## config.mk

```make
export PLATFORM = sky130hd
export DESIGN_NAME = sbus_uart_rx
export DESIGN_NICKNAME = d
export VERILOG_FILES = /design/src/rtl/sbus_uart_rx.sv
export SDC_FILE = /design/constraint.sdc
export NUM_CORES = 1
export LEC_CHECK = 0
export ABC_AREA = 1
export CAP_MARGIN = 40
export CORE_MARGIN = 1.5
export CORE_UTILIZATION = 45
export CTS_CLUSTER_SIZE = 28
export DETAILED_ROUTE_END_ITERATION = 8
export GPL_ROUTABILITY_DRIVEN = 0
export PLACE_DENSITY = 0.66
export SETUP_SLACK_MARGIN = 0.4
export SYNTH_ARGS = -nofsm -noshare
export SYNTH_HDL_FRONTEND = slang
export SYNTH_SLANG_ARGS = --single-unit
```

## constraint.sdc

```tcl
create_clock -name clk_i -period 1.74 [get_ports clk_i]
set_input_delay 0.174 -clock clk_i [delete_from_list [all_inputs] [get_ports clk_i]]
set_output_delay 0.174 -clock clk_i [all_outputs]
set_load 0.02 [all_outputs]
```

## src/rtl/sbus_uart_rx.sv

```systemverilog
// S-Bus serial byte receiver: 8 data bits LSB first, even parity, 2 stop bits,
// optionally inverted line. Feeds the S-Bus frame decoder.
module sbus_uart_rx #(
  parameter int unsigned CLKS_PER_BIT = 1000,
  parameter bit          INVERT       = 1'b1
) (
  input  logic       clk_i,
  input  logic       rst_ni,
  input  logic       rx_i,
  output logic [7:0] data_o,
  output logic       rdy_o,
  output logic       err_o
);

  localparam int unsigned TW   = $clog2(CLKS_PER_BIT);
  localparam int unsigned HALF = CLKS_PER_BIT / 2;

  localparam logic [TW-1:0] BIT_LOAD  = TW'(CLKS_PER_BIT - 1);
  localparam logic [TW-1:0] HALF_LOAD = TW'(HALF - 1);
  localparam logic          IDLE_RAW  = !INVERT;

  typedef enum logic [2:0] {
    IDLE,
    START,
    DATA,
    PARITY,
    STOP1,
    STOP2,
    WAIT_IDLE
  } state_e;

  state_e          state_q, state_d;
  logic [1:0]      sync_q;
  logic            ln, ln_q, fall, tick;
  logic [TW-1:0]   timer_q, timer_d;
  logic [2:0]      bit_idx_q, bit_idx_d;
  logic [7:0]      shift_q, shift_d;
  logic            par_ok_q, par_ok_d;
  logic            stop1_q, stop1_d;
  logic [7:0]      data_d;
  logic            rdy_d, err_d;

  // Synchronized, polarity-corrected line; edge detect runs in every state
  assign ln   = sync_q[1] ^ INVERT;
  assign fall = ln_q & ~ln;
  assign tick = (timer_q == '0);

  always_ff @(posedge clk_i or negedge rst_ni) begin
    if (!rst_ni) begin
      sync_q    <= {2{IDLE_RAW}};
      ln_q      <= 1'b1;
      state_q   <= IDLE;
      timer_q   <= '0;
      bit_idx_q <= '0;
      shift_q   <= '0;
      par_ok_q  <= 1'b0;
      stop1_q   <= 1'b0;
      data_o    <= '0;
      rdy_o     <= 1'b0;
      err_o     <= 1'b0;
    end else begin
      sync_q    <= {sync_q[0], rx_i};
      ln_q      <= ln;
      state_q   <= state_d;
      timer_q   <= timer_d;
      bit_idx_q <= bit_idx_d;
      shift_q   <= shift_d;
      par_ok_q  <= par_ok_d;
      stop1_q   <= stop1_d;
      data_o    <= data_d;
      rdy_o     <= rdy_d;
      err_o     <= err_d;
    end
  end

  always_comb begin
    state_d   = state_q;
    timer_d   = tick ? '0 : timer_q - TW'(1);
    bit_idx_d = bit_idx_q;
    shift_d   = shift_q;
    par_ok_d  = par_ok_q;
    stop1_d   = stop1_q;
    data_d    = data_o;
    rdy_d     = 1'b0;
    err_d     = 1'b0;

    unique case (state_q)
      IDLE: begin
        if (fall) begin
          state_d = START;
          timer_d = HALF_LOAD;
        end
      end
      START: begin
        if (tick) begin
          if (!ln) begin
            state_d   = DATA;
            timer_d   = BIT_LOAD;
            bit_idx_d = '0;
          end else begin
            state_d = IDLE;
          end
        end
      end
      DATA: begin
        if (tick) begin
          shift_d   = {ln, shift_q[7:1]};
          timer_d   = BIT_LOAD;
          bit_idx_d = bit_idx_q + 3'd1;
          if (bit_idx_q == 3'd7) state_d = PARITY;
        end
      end
      PARITY: begin
        if (tick) begin
          par_ok_d = ~^{shift_q, ln};
          timer_d  = BIT_LOAD;
          state_d  = STOP1;
        end
      end
      STOP1: begin
        if (tick) begin
          stop1_d = ln;
          timer_d = BIT_LOAD;
          state_d = STOP2;
        end
      end
      STOP2: begin
        if (tick) begin
          if (stop1_q && ln) begin
            if (par_ok_q) begin
              rdy_d  = 1'b1;
              data_d = shift_q;
            end else begin
              err_d = 1'b1;
            end
            state_d = IDLE;
          end else begin
            // Break or framing error: one error, then wait for idle line
            err_d   = 1'b1;
            state_d = WAIT_IDLE;
          end
        end
      end
      WAIT_IDLE: begin
        if (ln) state_d = IDLE;
      end
      default: state_d = IDLE;
    endcase
  end

endmodule

```

---- Word level (Yosys, flattened, before mapping) ----
Index checks and enable logic that the tools add are counted.
word-level totals
  bits in writable memories ............... 0
  latch bits .............................. 0
  output and inout bits ................... 10
  ROM bits ................................ 0
  logic and storage cells ................. 72
  memories ................................ 0
  register bits ........................... 39
  input bits .............................. 3
operators by class
  equal/unequal tests ..................... 16
  order comparisons ....................... 0
  multipliers ............................. 0
  multiplexer cells ....................... 29
  bitwise gates (word level) .............. 2
  div/mod/pow operators ................... 0
  $add $sub $neg .......................... 2
  reduce and logical (&&, ||, !) cells .... 12
  shifts and indexed selects .............. 0
operators by type and width
  cell                                                 count
  two-way mux 10 bit                                   5
  two-way mux 3 bit                                    12
  one-hot mux 10 bit (3 select lines)                  1
  one-hot mux 3 bit (7 select lines)                   1
  != test 2 bit, second input constant                 9
  equality test 3 bit, second input constant           4
  zero test 10 bit                                     1
  subtractor 10 x 1 -> 10 bit, second input constant   1
  XNOR reduction 9 bit                                 1
  two-way mux 1 bit                                    8
  AND reduction 4 bit                                  2
  AND reduction 8 bit                                  1
  equality test 3 x 2 -> 1 bit, second input constant  2
  one-hot mux 3 bit (2 select lines)                   1
  AND reduction 2 bit                                  3
  adder 3 x 1 -> 3 bit, second input constant          1
  equality test 3 x 1 -> 1 bit, second input constant  1
  zero test 3 bit                                      1
  OR reduction 3 bit                                   1
  two-way mux 2 bit                                    1
  nonzero test 2 bit                                   1
  bitwise AND 1 bit                                    1
  logical AND 1 bit                                    1
  inverter 1 bit                                       1

---- Logic depth before layout (Yosys ltp) ----
  word-level depth ........................ 5
  depth in mapped cells ................... 11
  gate-level depth less buffers ........... 11

---- Worst setup path before layout ----
No wires, ideal clock.
  path type ............................... reg-to-reg
  start point ............................. reg timer_q[0]
  end point ............................... reg data_o[5]
  clock period less this slack ............ 1.506 ns
  data required time ...................... 1.620 ns
  library setup time ...................... 0.120 ns
  stages on the path, launching flop included .. 11
  path slack .............................. 0.234 ns
  arrival ................................. 1.386 ns
  path buffers ............................ 1
  path through ............................ dfrtp_1 > inv_1 > ha_1 > nand2_2 > nor2_4 > nand2_4 > clkinv_4 > nand3_4 > buf_6 > nand2_2 > o21ai_2
on the way
  cells in the longest elaborated chain, start to end .. 2
RTL lines
  item                           RTL line  RTL
  from (decl)                    35        logic [TW-1:0] timer_q, timer_d;
  from (signal assigned)         65        timer_q <= timer_d;
  zero test 10 bit               46        assign tick = (timer_q == '0);
  AND reduction 4 bit (no line)  n/a
  to (signal assigned)           70        data_o <= data_d;
  to (decl)                      10        output logic [7:0] data_o,
Every way passes these cells.
A chain may end at the register's enable or synchronous reset.

---- Worst setup path in the final report ----
  start point ............................. reg timer_q[5]
  end point ............................... reg state_q[2]
on the way
  cells in the longest elaborated chain, start to end .. 3
  elaborated cells on any way between the ends .. 7
  those cells by class .................... eq/ne: 5; reduce/logical: 2
RTL lines
  item                             RTL line  RTL
  zero test 10 bit *               46
  != test 2 bit (no line)          n/a
  AND reduction 8 bit (no line) *  n/a
  to (signal assigned)             64        state_q <= state_d;
  to (decl)                        32        state_e state_q, state_d;
Every way passes the cells marked *; elsewhere a longest branch is shown, timed or not.

==> results by group <==
Power and ir drop
  • Total power density per cell area: 1360 nW/um^2
  • Power share of the clock group: 21.6%
  • Psw: 1.48 mW
  • Net Sw Frac: 40.5%
  • Worst VDD drop: 0.608 mV
  • Internal: 2.17 mW
  • Combinational share of power: 44.0%
  • Seq pwr share: 34.4%
  • Static leakage: 1.37 nW

Logic synthesis
  • Seq/Total Area, Yosys: 45.8%
  • Syn nets: 267
  • Post-synthesis compound-gate area fraction: 10.5%
  • Avg Cell Area, Syn: 8.18 um^2
  • Flop and latch count out of synthesis: 39
  • Largest family of logic cells by synthesized area: simple AND/OR/NAND/NOR gates
  • Synth Area in Simple Gates: 31.3%
  • Multiplexer share of the synthesized area: 0%
  • Synth warn: 0
  • Yosys cell types: 29
  • Mapped Cells: 261
  • Synth Cell Area: 2140 um^2
  • Adder-Cell Fraction of Synth Area: 1.76%
  • Post-Synth XOR/XNOR Area: 2.87%

Floorplanning
  • Die area: 5170 um^2
  • # IOs: 13
  • Row cnt: 24
  • Die boundary width: 71.9 um
  • Starting density of the core: 47.7%
  • Die span in y: 71.9 um
  • Core Area: 4470 um^2

Clocking
  • CTS tree: yes
  • CTS max path bufs: 2
  • Num Clock Sinks: 39
  • Later-pin clock latency in the skew report: 0.31 ns
  • CTS Root Cell: clkbuf_8
  • Cts bufs inserted: 5
  • H-tree depth: 2
  • Worst-path clk slew: 0.09 ns

Timing
  • Slew HR: 68.4%
  • Final max-slew violation count: 0
  • Max Freq: 674 MHz
  • Slew @ Worst Pin: 0.475 ns
  • Fin crit period: 1.48 ns
  • Period utilization: 85.3%
  • RSZ-0062 raised after global routing: yes
  • Skew final: 0.0128 ns
  • Final setup viols: 0
  • Final Hold Fails: 0
  • Sum of negative setup slack: 0 ns

Routing
  • Iter 0 DRT Violations: 97
  • # DRC: 0
  • Drt via density: 4.81
  • Drt wl/cell: 12.4 um
  • Final ANT Viol Nets: 0
  • Total vias in the final route: 1,682
  • Drt pass-1 iters: 4
  • Routed WL: 4.35 mm

Layout
  • Area growth syn-to-layout: 25.8%
  • Fin nets: 303
  • Share of cells above drive strength 1: 30.5%
  • Final Cell Area: 2690 um^2
  • Diode count: 0
  • Fill cells: 398

Flow run
  • Max_cap viols: 0

Hold path
  • HP Class: input pin to register

Global routing
  • First-pass GRT wire length: 7.27 mm
  • Congestion Overflow GR: 0
  • Largest net degree at the start of global routing: 21
  • Initial antenna violation count: 0
  • GRT Overall Usage: 18.2%
  • Vias in the first global route: 1,605

Placed design
  • Dpl cell area: 2330 um^2
  • DP Wirelength: 2.95 mm
  • IO buf count: 12

Critical path
  • Type of origin of the critical path: register
  • Crit-path max FO: 6
  • Critical Path AT: 1.67 ns
  • Crit end category: register
  • CP Data Required Time: 1.92 ns
  • Worst setup path category: register to register

Status
  • Status: finished, final reports clean
cell type report:
class | instances | area, um^2 | area share, %
Clock buffer | 5 | 68.8 | 2.56
Clock inverter | 3 | 46.3 | 1.72
Multi-Input combinational cell | 188 | 1130 | 42.1
Tap cell | 52 | 65.1 | 2.42
Inverter | 31 | 124 | 4.61
Timing Repair Buffer | 32 | 272 | 10.1
Sequential cell | 39 | 980 | 36.5
worst max-delay path: stages (launching register included):
cell and delay, ns:
dfrtp_1 0.42, nor2_2 0.15, nand2_2 0.09, nor2_4 0.15, nand2_4 0.12, buf_6 0.15
nand2_4 0.07, nand3_4 0.08, nand2_1 0.06, o21ai_1 0.06
cell families after synthesis:
logic type | after synthesis
adders and majority gates | 3
AOI/OAI and AO/OA | 31
buffers and inverters | 35
DFF | 39
xor gates and xnor gates | 7
and+or+nand+nor | 146
cells in the final DEF, fill, tap and decap left out, drive strengths merged, types with 10 or more instances in the layout:
master       instances
nand3               16
nor2                16
buf                 20
dfrtp               38
nand2              106
inv                 32
o21ai               28
dlygate4sd2         10
sequential cells by signal (all words and copies together) (netlist names):
signal     flops
ln_q           1
timer_q       10
shift_q        8
state_q        3
par_ok_q       1
rdy_o          1
stop1_q        1
bit_idx_q      3
sync_q         2
data_o         8
err_o          1
timing repair:
item | 4_1_cts | 5_1_grt
resized for setup | 24 | 19
pin swaps | 5 | 8
hold buffers | 1 | 0
setup endpoints to repair | 46 | 36
buffers inserted | 8 | 9
gates cloned | 1 | 0
hold endpoints to repair | 19 | 0
final timing paths:
check | start | endpoint | slack (ns) | cells after the start
worst max-delay path | timer_q[5]$_DFF_PN0_ | state_q[2]$_DFFE_PN0P_ | 0.26 | 9
min in group asynchronous | rst_ni | data_o[5]$_DFFE_PN0P_ | 0.35 | 2
worst min register to register | sync_q[0]$_DFF_PN0_ | sync_q[1]$_DFF_PN0_ | 0.35 | 0
max in group asynchronous | rst_ni | ln_q$_DFF_PN1_ | 0.83 | 3
worst min-delay path | rx_i | sync_q[0]$_DFF_PN0_ | 0.31 | 1
worst max register to register | timer_q[5]$_DFF_PN0_ | state_q[2]$_DFFE_PN0P_ | 0.26 | 9
cell usage after synthesis (all sizes together):
cell | number | area share (%)
or2 | 2 | 0.59
o21ai | 28 | 9.5
dfstp | 1 | 1.2
xor2 | 5 | 2.1
nor3 | 5 | 1.7
nand2 | 106 | 20
nand3 | 15 | 4.3
nand4 | 1 | 0.29
nor2 | 16 | 4.0
dfrtp | 38 | 45
xnor2 | 2 | 0.82
buf | 4 | 2.1
inv | 30 | 5.3
ha | 3 | 1.8
clkinv | 1 | 0.41
a31oi | 1 | 0.29
nor4 | 1 | 0.29
a21oi | 2 | 0.64
routing by layer:
metal	vias to the layer above	track usage [%]	wire, um
met5	-	0	0
met4	0	5.03	64
met3	6	5.00	126
met2	19	28.9	2050
met1	762	24.6	2100
li1	895	-	-
power by group through the flow:
stage / registers [mW] / clock network, mW / logic, mW
final: 1.26 / 0.788 / 1.61
after global routing: 1.28 / 0.841 / 1.78
after CTS: 1.25 / 0.795 / 1.34
after detailed placement: 1.25 / 0 / 1.21
after global placement: 1.25 / 0 / 1.21
after floorplan: 1.21 / 0 / 1.02
through the flow:
step                      setup slack [ns]  cells  power (mW)  util (%)  hold WS [ns]
after floorplan                      0.346    261        2.24         -        -0.122
after global placement               0.156    323        2.45      52.1         0.155
after detailed placement             0.104    323        2.46      52.1         0.155
after CTS                            0.268    341        3.38      57.3         0.315
after global routing                 0.180    350        3.90      60.0         0.318
final                                0.255    350        3.65      60.0         0.311
(Power assumes the default switching activity.)
